--- src/rtl/aes_pkg.sv ---
// Shared types and constants for the AES-128 round controller.
package aes_pkg;

    localparam int NR_AES128 = 10;
    localparam int ROUND_W   = 4;

    typedef enum logic [2:0] {
        IDLE,
        REQ_KEY,
        ISSUE,
        WAIT,
        DONE
    } state_t;

endpackage

--- src/rtl/aes_ctrl_watchdog.sv ---
// Stall watchdog: counts enabled cycles since the last clear and flags when LIMIT is reached.
// expire is combinational from the count register only, so it never loops back through clr.
module aes_ctrl_watchdog #(
    parameter int LIMIT = 16
) (
    input  logic clk,
    input  logic reset,
    input  logic clr,
    input  logic en,
    output logic expire
);

    localparam int            CW   = (LIMIT > 1) ? $clog2(LIMIT) : 1;
    localparam logic [CW-1:0] LAST = CW'(LIMIT - 1);

    logic [CW-1:0] cnt_q, cnt_d;

    always_comb begin
        cnt_d = cnt_q;
        if (clr) begin
            cnt_d = '0;
        end else if (en && (cnt_q != LAST)) begin
            cnt_d = cnt_q + CW'(1);
        end
    end

    always_ff @(posedge clk or posedge reset) begin
        if (reset) begin
            cnt_q <= '0;
        end else begin
            cnt_q <= cnt_d;
        end
    end

    // The cycle holding LAST is the LIMIT-th enabled cycle since the clear.
    assign expire = en && (cnt_q == LAST);

endmodule

--- src/rtl/aes_round_ctrl.sv ---
// AES-128 round sequencer: steps rounds 0..NR, fetching each key and issuing one AddRoundKey.
// Optional stall watchdog (abort + err pulse) enabled by macro AES_CTRL_TIMEOUT_EN.
module aes_round_ctrl
    import aes_pkg::*;
#(
    parameter int NR          = NR_AES128,
    parameter int TIMEOUT_CYC = 16
) (
    input  logic               clk,
    input  logic               reset,
    input  logic               start_valid,
    output logic               start_ready,
    input  logic               abort,
    output logic               key_req,
    output logic [ROUND_W-1:0] key_round,
    input  logic               key_valid,
    output logic               ark_data_valid,
    output logic               ark_key_valid,
    input  logic               ark_valid_out,
    output logic [ROUND_W-1:0] round_idx,
    output logic               sel_input,
    output logic               skip_mix,
    output logic               done_valid,
    input  logic               done_ready,
    output logic               busy,
    output logic               err
);

    localparam logic [ROUND_W-1:0] LAST_RND = ROUND_W'(NR);

    if (NR < 1 || NR >= (1 << ROUND_W) || TIMEOUT_CYC < 1) begin : g_bad_cfg
        $error("aes_round_ctrl: NR or TIMEOUT_CYC out of range");
    end

    state_t             state_q, state_d;
    logic [ROUND_W-1:0] round_q, round_d;
    logic               expire;

`ifdef AES_CTRL_TIMEOUT_EN
    logic err_q, err_d;

    aes_ctrl_watchdog #(
        .LIMIT (TIMEOUT_CYC)
    ) u_watchdog (
        .clk    (clk),
        .reset  (reset),
        .clr    (state_d != state_q),
        .en     ((state_q == REQ_KEY) || (state_q == WAIT)),
        .expire (expire)
    );
`else
    assign expire = 1'b0;
`endif

    always_comb begin
        state_d = state_q;
        round_d = round_q;
`ifdef AES_CTRL_TIMEOUT_EN
        err_d   = 1'b0;
`endif
        case (state_q)
            IDLE: begin
                if (start_valid) begin
                    state_d = REQ_KEY;
                    round_d = '0;
                end
            end
            REQ_KEY: begin
                if (key_valid) begin
                    state_d = ISSUE;
                end
            end
            ISSUE: begin
                state_d = WAIT;
            end
            WAIT: begin
                if (ark_valid_out) begin
                    if (round_q == LAST_RND) begin
                        state_d = DONE;
                    end else begin
                        state_d = REQ_KEY;
                        round_d = round_q + ROUND_W'(1);
                    end
                end
            end
            DONE: begin
                if (done_ready) begin
                    state_d = IDLE;
                    round_d = '0;
                end
            end
            default: begin
                state_d = IDLE;
                round_d = '0;
            end
        endcase

        // Cancellation (external or watchdog) overrides every normal transition.
        if ((state_q != IDLE) && (abort || expire)) begin
            state_d = IDLE;
            round_d = '0;
`ifdef AES_CTRL_TIMEOUT_EN
            err_d   = expire;
`endif
        end
    end

    always_ff @(posedge clk or posedge reset) begin
        if (reset) begin
            state_q <= IDLE;
            round_q <= '0;
`ifdef AES_CTRL_TIMEOUT_EN
            err_q   <= 1'b0;
`endif
        end else begin
            state_q <= state_d;
            round_q <= round_d;
`ifdef AES_CTRL_TIMEOUT_EN
            err_q   <= err_d;
`endif
        end
    end

    assign start_ready    = (state_q == IDLE);
    assign key_req        = (state_q == REQ_KEY);
    assign key_round      = round_q;
    assign ark_data_valid = (state_q == ISSUE);
    assign ark_key_valid  = (state_q == ISSUE);
    assign round_idx      = round_q;
    assign sel_input      = ((state_q == REQ_KEY) || (state_q == ISSUE) || (state_q == WAIT))
                            && (round_q == '0);
    assign skip_mix       = (round_q == LAST_RND);
    assign done_valid     = (state_q == DONE);
    assign busy           = (state_q != IDLE);

`ifdef AES_CTRL_TIMEOUT_EN
    assign err = err_q;
`else
    assign err = 1'b0;
`endif

endmodule

--- config.mk ---
export PLATFORM = sky130hd
export DESIGN_NAME = aes_round_ctrl
export DESIGN_NICKNAME = d
export VERILOG_FILES = /design/src/rtl/aes_pkg.sv /design/src/rtl/aes_ctrl_watchdog.sv /design/src/rtl/aes_round_ctrl.sv
export SDC_FILE = /design/constraint.sdc
export NUM_CORES = 1
export LEC_CHECK = 0
export ABC_AREA = 1
export BUFFER_PORTS_ARGS = -buffer_cell sky130_fd_sc_hd__buf_2
export CORE_MARGIN = 4
export CORE_UTILIZATION = 36
export DETAILED_ROUTE_END_ITERATION = 7
export GPL_ROUTABILITY_DRIVEN = 0
export HOLD_SLACK_MARGIN = 0.05
export PLACE_DENSITY = 0.73
export SLEW_MARGIN = 20
export SYNTH_ARGS = -nofsm -noshare
export SYNTH_HDL_FRONTEND = slang
export SYNTH_SLANG_ARGS = --single-unit
export TNS_END_PERCENT = 10
--- constraint.sdc ---
create_clock -name clk -period 1.5 [get_ports clk]
set_input_delay 0.3 -clock clk [delete_from_list [all_inputs] [get_ports clk]]
set_output_delay 0.3 -clock clk [all_outputs]
set_load 0.1 [all_outputs]
Word level (Yosys, flattened, before mapping)
Cells that the tools add are included.
Word-level totals
  register bits after elaboration: 7
  input bits: 7
  output and inout port bits: 17
  word-level logic and storage cells: 37
Cells by class
  add/subtract/negate cells: 1
  equal/unequal tests: 11
  muxes and demuxes: 13
  reductions and logical operators: 10
Operators by type and width (number)
  $mux 4: 5
  $mux 3: 6
  $pmux 4 s4: 1
  $pmux 3 s5: 1
  $eq 3x2->1 const B: 2
  $ne 3x1->1 const B: 2
  $ne 3x3->1 const B: 2
  $reduce_and 5->1: 1
  $add 4x1->4 const B: 1
  $eq 4x4->1 const B: 1
  $logic_not 4->1: 1
  $reduce_and 4->1: 1
  $eq 3x1->1 const B: 1
  $eq 3x3->1 const B: 1
  $logic_not 3->1: 1
  $ne 3x2->1 const B: 1
  $reduce_bool 3->1: 1
  $logic_and 1x1->1: 2
  $logic_or 1x1->1: 2
  $ne 2x1->1 const B: 1
  $reduce_or 2->1: 1

Logic depth before layout (Yosys ltp)
Gate-level depths: netlist of the first run.
  depth in word-level cells: 5
  depth in mapped cells: 10

Worst setup path before layout of the first run
No wires, ideal clock.
  path kind: flip-flop to flip-flop
  start point: register round_q[1], in the netlist key_round[1]
  end point: register round_q[2], in the netlist key_round[2]
  setup time: 67 ps
  data arrival time: 3299 ps
  path slack: -1867 ps
  cell stages (with the launch flop): 10
  period minus slack after synthesis: 3367 ps
  cells stage by stage: dfrtp_1 -> ha_1 -> nand2_1 -> nor2_1 -> nand3_1 -> nand2_2 -> inv_1 -> nand3_2 -> nand2_1 -> nand2_1
On the way
  elaborated cells on any way between the ends: 8
  those cells by class: add/sub: 1; eq/ne: 2; mux: 4; reduce/logical: 1
RTL lines
  from (decl): line aes_round_ctrl.sv:36  | logic [ROUND_W-1:0] round_q, round_d;
  from (signal assigned): line aes_round_ctrl.sv:117  | round_q <= round_d;
  $eq 4x4->1
  named net skip_mix: line aes_round_ctrl.sv:22  | output logic skip_mix,
  $ne 3x3->1 (no line)
  $reduce_and 5->1 (no line)
The timed path passes the listed nets, and every way through them passes these cells. The select of a mux whose other input is x is not followed.
A chain may end at the register's enable or synchronous reset.

Worst setup path after layout of the first run
  start point: register round_q[0], in the netlist key_round[0]
  end point: output sel_input
On the way
  longest elaborated chain between the ends: 2
Ends and longest elaborated chain
  $logic_not 4->1: line aes_round_ctrl.sv:131  | && (round_q == '0);
  $logic_and 1x1->1: line aes_round_ctrl.sv:131
  to (decl): line aes_round_ctrl.sv:21  | output logic sel_input,
Every way passes these cells.

==> results of run 1 <==
## Yosys cell counts (all sizes together)
library cell | n | share of area, %
nand4 | 2 | 2.0
nand3 | 13 | 12
dfrtp | 7 | 28
conb | 1 | 0.60
nor2 | 15 | 12
o21ai | 2 | 1.6
xnor2 | 1 | 1.4
nand3b | 1 | 1.2
nand2 | 25 | 17
nor3 | 1 | 0.80
ha | 3 | 6.0
inv | 18 | 11
buf | 6 | 7.2
## routing by layer
layer	vias to the layer above	wire length, um	part of all wire [%]	global-route usage (%)
met1	314	686	45	17.6
li1	334	-	-	-
met3	0	96	6.3	2.11
met4	0	0	0	6.91
met5	-	0	0	0
met2	30	749	49	20.3
## cells by family after synthesis
family | after synthesis | share of synthesized area (%)
other | 1 | 0.597
XOR/XNOR | 1 | 1.39
flip-flops | 7 | 27.9
AO/OA/AOI/OAI | 2 | 1.59
AND/OR/NAND/NOR | 57 | 44.6
adder cells (fa/ha/maj) | 3 | 5.98
buffers and inverters | 24 | 17.9
## power breakdown
| part | total [mW] | switching, mW | internal [mW] |
|---|---|---|---|
| sequential | 0.286 | 0.0567 | 0.229 |
| clock | 0.165 | 0.0637 | 0.101 |
| combinational | 1.73 | 1.17 | 0.556 |
## sequential cells by signal, indices dropped and copies added, names as in the netlist
| signal | flops |
|---|---|
| key_round | 4 |
| state_q | 3 |
## area by class of cell
| cell class | count | share of cell area, % |
|---|---|---|
| clock buffers | 4 | 2.41 |
| inverters | 18 | 7.01 |
| multi-input cells | 64 | 37.7 |
| flip-flops and latches | 7 | 17.2 |
| well taps | 16 | 1.84 |
| repair buffers | 27 | 33.8 |
## worst paths after layout
check | start | to | slack (ps) | depth (start not counted)
setup / recovery | key_round[0]$_DFFE_PP0P_ | sel_input | -140 | 5
hold / removal | ark_valid_out | state_q[1]$_DFFE_PP0P_ | 350 | 4
setup reg to reg | key_round[1]$_DFFE_PP0P_ | key_round[2]$_DFFE_PP0P_ | 60 | 10
hold reg to reg | key_round[3]$_DFFE_PP0P_ | key_round[3]$_DFFE_PP0P_ | 560 | 2
max in group asynchronous | reset | key_round[0]$_DFFE_PP0P_ | 740 | 3
min in group asynchronous | reset | key_round[1]$_DFFE_PP0P_ | 520 | 3
## per-stage QoR
stage / setup WS, ps / util [%] / cell area, sq um / TNS, ps
global placement: 68.7 / 63.6 / 1000 / 0
detailed placement: 54.4 / 63.6 / 1000 / 0
global route: -196 / 69.0 / 1090 / -895
floorplan: -518 / - / 684 / -3940
CTS: -180 / 67.9 / 1070 / -478
finish: -137 / 69.0 / 1090 / -371
## timing repair
| item | CTS | global route |
|---|---|---|
| hold buffers | 1 | 0 |
| buffers inserted | 1 | 0 |
| resized for setup | 8 | 4 |
| setup endpoints to repair | 7 | 14 |
| pin swaps | 5 | 2 |
| endpoints found under the hold margin | 7 | 0 |
## tightest hold or removal path: stages
cell	delay [ps]
buf_2	80
inv_1	40
nand3_2	80
nand2_1	60
==> impl_metrics.env, run 1 <==
export IMPL_status="finished with violations"
export IMPL_violations="setup timing"
export IMPL_ys_seq_area_share_pct=27.9
export IMPL_final_nets=131
export IMPL_synth_warnings=0
export IMPL_rsz0062_at_grt="yes"
export IMPL_crit_chain="inv_4 > ha_4 > nand4_1 > nor2_4 > buf_12"
export IMPL_synth_nets=105
export IMPL_multi_input_area_sq_um=410
export IMPL_setup_violations=6
export IMPL_core_area_sq_um=1580
export IMPL_wl_per_cell_um=11.3
export IMPL_cts_tree="built"
export IMPL_n_fill_cell=108
export IMPL_cts_inserted_buffers=3
export IMPL_avgSynthCellArea_sq_um=6.61
export IMPL_final_min_clock_period_ps=1640
export IMPL_clockRootBuffer="clkbuf_4"
export IMPL_path_class="register to output port"
export IMPL_ios=24
export IMPL_overflow=0
export IMPL_slowest_delay_ps=480
export IMPL_critPathLaunchType="register"
export IMPL_slew_viol_final=0
export IMPL_cp_data_arrival_time_ps=1340
export IMPL_clock_latency_ps=250
export IMPL_register_area_sq_um=188
export IMPL_max_freq_mhz=611
export IMPL_layout_common_cells="nand2_1, buf_12, nand3_1"
export IMPL_hold_path_class="input pin to register"
export IMPL_place_inst=130
export IMPL_grt_max_degree=8
export IMPL_crit_family="flip-flops"
export IMPL_maxCapViolCount=0
export IMPL_post_route_period_util_pct=109
export IMPL_io_buffers=22
export IMPL_viasPerCell=4.99
export IMPL_instances_no_fill=136
export IMPL_fin_skew_ps=4.84
export IMPL_num_vias=678
export IMPL_synthCells=95
export IMPL_ant_nets=0
export IMPL_total_power_mw=2.18
export IMPL_ys_seq_elements=7
export IMPL_cts_buffer_depth=2
export IMPL_hold_worst_slack_ps=352
export IMPL_post_route_worst_setup_slack_ps=-137
export IMPL_crit_required_ps=1200
export IMPL_clkTransAtPathRegs_ps=50
export IMPL_drt_pass1_iterations=4
export IMPL_fp_dieW_um=49.8
export IMPL_ys_types=18
export IMPL_drt_initial_drc_count=24
export IMPL_routed_wl_um=1530
export IMPL_htree_levels=1
export IMPL_leakagePower_nw=0.532
export IMPL_synth_area_sq_um=628
export IMPL_cp_num_buf_inv=2
export IMPL_antenna_found_initial=0
export IMPL_vdd_ir_drop_worst_v=0.00125
export IMPL_worst_path_max_fanout=2
export IMPL_cts_sinks=7
export IMPL_cellPowerDensity_nw_per_um2=2000
export IMPL_dieArea_sq_um=2480
export IMPL_hold_viol=0
export IMPL_grt_pass1_wl_um=2610
export IMPL_drc=0
export IMPL_cp_slowest_cell="dfrtp_4"
export IMPL_layout_commonest_cell="nand2_1"
export IMPL_initial_core_util_pct=39.8
export IMPL_hpwl_um=1270
export IMPL_syn_to_final_growth_pct=73.3
export IMPL_drive_gt1_share_pct=50.8
export IMPL_grt_pass1_vias=630
export IMPL_dieHeight_um=49.8
export IMPL_diodes=0
export IMPL_num_rows=14
export IMPL_endpoint_kind="output port"
export IMPL_track_usage_pct=13.2
No activity file was read; power rests on OpenSTA's default activity.
==> run 2, diff against run 1 <==
--- a/config.mk
+++ b/config.mk
@@ -8,3 +8,2 @@
 export ABC_AREA = 1
-export BUFFER_PORTS_ARGS = -buffer_cell sky130_fd_sc_hd__buf_2
 export CORE_MARGIN = 4
@@ -12,5 +11,6 @@
 export DETAILED_ROUTE_END_ITERATION = 7
+export DONT_BUFFER_PORTS = 1
 export GPL_ROUTABILITY_DRIVEN = 0
 export HOLD_SLACK_MARGIN = 0.05
-export PLACE_DENSITY = 0.73
+export PLACE_DENSITY = 0.5
 export SLEW_MARGIN = 20
==> constraint.sdc (replaced) <==
create_clock -name clk -period 1.5 [get_ports clk]
set_input_delay 0.15 -clock clk [delete_from_list [all_inputs] [get_ports clk]]
set_output_delay 0.15 -clock clk [all_outputs]
set_load 0.1 [all_outputs]
==> impl_metrics.env, run 2 (synthesis gave the netlist of run 1 again) <==
export IMPL_io_buffers=0
export IMPL_wl_per_cell_um=10.9
export IMPL_cts_buffer_depth=2
export IMPL_layout_commonest_cell="nand2_1"
export IMPL_critPathLaunchType="register"
export IMPL_setup_violations=0
export IMPL_cp_data_arrival_time_ps=1340
export IMPL_hold_path_class="input pin to register"
export IMPL_initial_core_util_pct=39.8
export IMPL_status="completed"
export IMPL_syn_to_final_growth_pct=45.2
export IMPL_tns_ps=0
export IMPL_clock_latency_ps=240
export IMPL_slew_viol_final=0
export IMPL_fp_dieW_um=49.8
export IMPL_final_min_clock_period_ps=1490
export IMPL_pwr_share_comb_pct=77.1
export IMPL_clockRootBuffer="clkbuf_4"
export IMPL_pwr_share_seq_pct=14.7
export IMPL_vdd_ir_drop_worst_v=0.00134
export IMPL_use_met3_pct=2.11
export IMPL_cts_sinks=7
export IMPL_antenna_found_initial=0
export IMPL_max_slew_worst_pin_slew_ps=546
export IMPL_largest_reg_flops=4
export IMPL_max_freq_mhz=670
export IMPL_dieArea_sq_um=2480
export IMPL_relSlewSlack_pct=63.9
export IMPL_ios=24
export IMPL_fin_skew_ps=3.77
export IMPL_grt_pass1_vias=550
export IMPL_grt_max_degree=8
export IMPL_cellPowerDensity_nw_per_um2=2200
export IMPL_diodes=0
export IMPL_num_vias=601
export IMPL_met1_usage_pct=16.9
export IMPL_grt_pass1_wl_um=2360
export IMPL_power_frac_clock_pct=8.2
export IMPL_leakagePower_nw=0.458
export IMPL_routed_wl_um=1370
export IMPL_hold_viol=0
export IMPL_grt_busiest_layer="met2"
export IMPL_rsz0062_at_grt="yes"
export IMPL_dieHeight_um=49.8
export IMPL_grt_use_met2_pct=18.1
export IMPL_track_usage_pct=12.2
export IMPL_clkTransAtPathRegs_ps=50
export IMPL_viasPerCell=4.81
export IMPL_switchingPower_mw=1.24
export IMPL_num_rows=14
export IMPL_core_area_sq_um=1580
export IMPL_drt_pass1_iterations=5
export IMPL_htree_levels=1
export IMPL_drc=0
export IMPL_path_class="register to output port"
export IMPL_cts_inserted_buffers=3
export IMPL_worst_path_max_fanout=4
export IMPL_layout_common_cells="nand2_1, inv_1, nand3_1"
export IMPL_cts_tree="built"
export IMPL_ant_nets=0
export IMPL_crit_required_ps=1350
export IMPL_maxCapViolCount=0
export IMPL_overflow=0
export IMPL_final_nets=120
export IMPL_drive_gt1_share_pct=44.0
export IMPL_fin_util_pct=57.9
export IMPL_hpwl_um=1140
export IMPL_post_route_period_util_pct=99.5
export IMPL_swShare_pct=62.1
export IMPL_r2r_slack_ps=80
export IMPL_drt_initial_drc_count=8
export IMPL_endpoint_kind="output port"
export IMPL_p_int_mw=0.758
run 2: cell types whose count changed in the layout (fill, tap and decap cells not counted), sizes merged:
cell      change
buf          -11
clkinvlp      -1
inv           +1
run 2: power groups by stage:
stage                     registers, mW  logic, mW  clock network, mW
final                             0.295       1.54              0.163
after CTS                         0.282       1.51              0.174
after global placement            0.290       1.48                  0
after floorplan                   0.324       1.08                  0
after detailed placement          0.293       1.48                  0
after global routing              0.298       1.63              0.185
run 2: area by class of cell:
cell class / instances / area (sq um)
fill: 150 / 664
clock buffer: 4 / 26.3
inverter: 18 / 70.1
tap: 16 / 20.0
timing repair buffer: 16 / 198
multi-input combinational: 64 / 412
sequential: 7 / 186
run 2: stage by stage:
| step | hold WS, ps | std cells | total power, mW | worst slack (ps) | cell area (sq um) |
|---|---|---|---|---|---|
| floorplan | -46.7 | 95 | 1.41 | -517 | 676 |
| global placement | -16.1 | 116 | 1.77 | 122 | 802 |
| detailed placement | -15.6 | 116 | 1.78 | 108 | 802 |
| CTS | 102 | 125 | 1.97 | -33.2 | 893 |
| global route | 122 | 125 | 2.11 | -47.3 | 912 |
| finish | 111 | 125 | 2.00 | 7.56 | 912 |
run 2: routing by layer:
| layer | share of wire [%] | wire, um | vias up |
|---|---|---|---|
| met1 | 50 | 690 | 265 |
| met3 | 3.9 | 54 | 0 |
| met2 | 46 | 623 | 21 |
| li1 | - | - | 315 |
| met4 | 0 | 0 | 0 |
| met5 | 0 | 0 | - |
run 2: repair_timing:
item / CTS / global route
hold buffers: 1 / 0
resized for setup: 6 / 4
hold endpoints to repair: 7 / 0
pin swaps: 4 / 4
setup buffers: 4 / 0
setup endpoints to repair: 2 / 10
gates cloned: 0 / 0
run 2: path summary, 6_finish.rpt:
kind | from | endpoint | cells after the start
min reg2reg | key_round[3]$_DFFE_PP0P_ | key_round[3]$_DFFE_PP0P_ | 2
max in group asynchronous | reset | key_round[0]$_DFFE_PP0P_ | 2
max reg2reg | key_round[1]$_DFFE_PP0P_ | key_round[2]$_DFFE_PP0P_ | 10
min in group asynchronous | reset | key_round[1]$_DFFE_PP0P_ | 2
min | ark_valid_out | state_q[1]$_DFFE_PP0P_ | 3
max | key_round[1]$_DFFE_PP0P_ | sel_input | 5
run 2: worst max-delay path, cell delays in order, from the launching register on:
cell and delay, ps:
dfrtp_4 500, inv_2 80, ha_4 120, nand4_1 80
nor2_2 140, buf_12 190
==> run 3, diff against run 2 <==
CORE_UTILIZATION = 40   (was 36)
PLACE_DENSITY = 0.54   (was 0.5)
==> impl_metrics.env, run 3 (synthesis gave the netlist of run 1 again) <==
export IMPL_crit_required_ps=1350
export IMPL_min_delay_worst_endpoint="state_q[1]$_DFFE_PP0P_"
export IMPL_hold_path_startpoint="ark_valid_out"
export IMPL_ant_nets=0
export IMPL_max_slew_worst_pin_slew_ps=546
export IMPL_rsz0062_at_grt="yes"
export IMPL_total_power_mw=2.00
export IMPL_endpoint_kind="output port"
export IMPL_layout_common_cells="nand2_1, nand3_1, buf_4"
export IMPL_reg2reg_depth=10
export IMPL_post_route_period_util_pct=99.2
export IMPL_hpwl_um=1080
export IMPL_cp_data_arrival_time_ps=1340
export IMPL_worst_path_max_fanout=2
export IMPL_path_class="register to output port"
export IMPL_hold_viol=0
export IMPL_num_rows=14
export IMPL_routed_wl_um=1310
export IMPL_grt_pass1_vias=509
export IMPL_viasPerCell=4.83
export IMPL_setup_violations=0
export IMPL_layout_commonest_cell="nand2_1"
export IMPL_cts_sinks=7
export IMPL_status="completed"
export IMPL_final_nets=121
export IMPL_place_inst=118
export IMPL_initial_core_util_pct=42.2
export IMPL_antenna_found_initial=0
export IMPL_core_area_sq_um=1490
export IMPL_register_area_sq_um=185
export IMPL_largest_reg_flops=4
export IMPL_fin_skew_ps=0.429
export IMPL_relSlewSlack_pct=63.9
export IMPL_cts_tree="built"
export IMPL_leakagePower_nw=0.463
export IMPL_multi_input_area_sq_um=407
export IMPL_overflow=0
export IMPL_cellPowerDensity_nw_per_um2=2180
export IMPL_final_min_clock_period_ps=1490
export IMPL_clkTransAtPathRegs_ps=40
export IMPL_crit_chain="inv_4 > ha_4 > nand4_1 > nor2_2 > buf_12"
export IMPL_dieHeight_um=47.6
export IMPL_dieArea_sq_um=2270
export IMPL_io_buffers=0
export IMPL_cp_num_buf_inv=2
export IMPL_fp_dieW_um=47.6
export IMPL_slowest_delay_ps=490
export IMPL_num_vias=609
export IMPL_drt_initial_drc_count=12
export IMPL_r2r_slack_ps=60
export IMPL_reg2reg_to="key_round[0]$_DFFE_PP0P_"
export IMPL_hold_path_class="input pin to register"
export IMPL_critPathLaunchType="register"
export IMPL_crit_family="flip-flops"
export IMPL_vdd_ir_drop_worst_v=0.00151
export IMPL_instances_no_fill=126
export IMPL_cts_inserted_buffers=3
export IMPL_cts_buffer_depth=2
export IMPL_wl_per_cell_um=10.4
export IMPL_clockRootBuffer="clkbuf_4"
export IMPL_reg2reg_from="key_round[1]$_DFFE_PP0P_"
export IMPL_grt_pass1_wl_um=2010
export IMPL_track_usage_pct=12.8
export IMPL_drc=0
export IMPL_n_fill_cell=136
export IMPL_ios=24
export IMPL_maxCapViolCount=0
export IMPL_drt_pass1_iterations=4
export IMPL_hold_worst_slack_ps=111
export IMPL_syn_to_final_growth_pct=45.8
export IMPL_max_freq_mhz=672
export IMPL_slew_viol_final=0
export IMPL_drive_gt1_share_pct=44.5
export IMPL_grt_max_degree=8
export IMPL_cp_slowest_cell="dfrtp_4"
export IMPL_htree_levels=1
export IMPL_clock_latency_ps=240
export IMPL_diodes=0
export IMPL_min_path_cells=3
run 3: cell count changes in the layout (fill, tap and decap cells not counted), sizes merged:
cell / previous run / this run
buf: 15 / 16
run 3: tightest hold or removal path: cells and delay by family:
family | cells | cell delay (ps)
buffers and inverters | 1 | 30
and+or+nand+nor | 2 | 140
run 3: power by group:
part	leakage, nW	internal (mW)	switching (mW)
sequential	0.0877	0.224	0.0577
clock	0.0150	0.101	0.0573
combinational	0.360	0.437	1.12
run 3: worst max-delay path by stage:
stage | depth (start not counted) | end | startpoint | slack, ps
final | 5 | sel_input | key_round[0]$_DFFE_PP0P_ | 10
after global routing | 5 | sel_input | key_round[0]$_DFFE_PP0P_ | -90
after CTS | 5 | sel_input | key_round[0]$_DFFE_PP0P_ | -30
after detailed placement | 10 | key_round[1]$_DFFE_PP0P_ | key_round[0]$_DFFE_PP0P_ | 110
after global placement | 10 | key_round[2]$_DFFE_PP0P_ | key_round[0]$_DFFE_PP0P_ | 120
after floorplan | 10 | key_round[2]$_DFFE_PP0P_ | key_round[0]$_DFFE_PP0P_ | -520
run 3: stage by stage:
step / TNS (ps) / setup slack, ps / utilization, % / cell area [sq um]
after floorplan: -3510 / -517 / - / 676
after global placement: 0 / 120 / 54.9 / 817
after detailed placement: 0 / 109 / 54.9 / 817
after CTS: -31.3 / -31.3 / 60.5 / 901
after global routing: -180 / -86.6 / 61.5 / 916
final: 0 / 11.7 / 61.5 / 916
run 3: layout make-up:
type | instances | share of cell area, %
clock buffer | 4 | 2.87
inverter | 18 | 7.92
multi-input combinational | 64 | 44.4
sequential | 7 | 20.2
tap | 16 | 2.19
timing repair buffer | 17 | 22.4
run 3: metal layers:
metal	share of wire, %	wire length [um]	GRT usage (%)	vias to the layer above
met3	7.3	96	1.50	2
met4	0.92	12	9.68	0
met2	46	606	18.2	25
met5	0	0	0	-
met1	45	593	17.6	267
li1	-	-	-	315
run 3: repair_timing:
| item | 4_1_cts | 5_1_grt |
|---|---|---|
| pin swaps | 4 | 2 |
| endpoints found under the setup margin | 2 | 9 |
| resized for setup | 6 | 4 |
| hold buffers | 1 | 0 |
| hold endpoints to repair | 7 | 0 |
| buffers inserted | 3 | 0 |
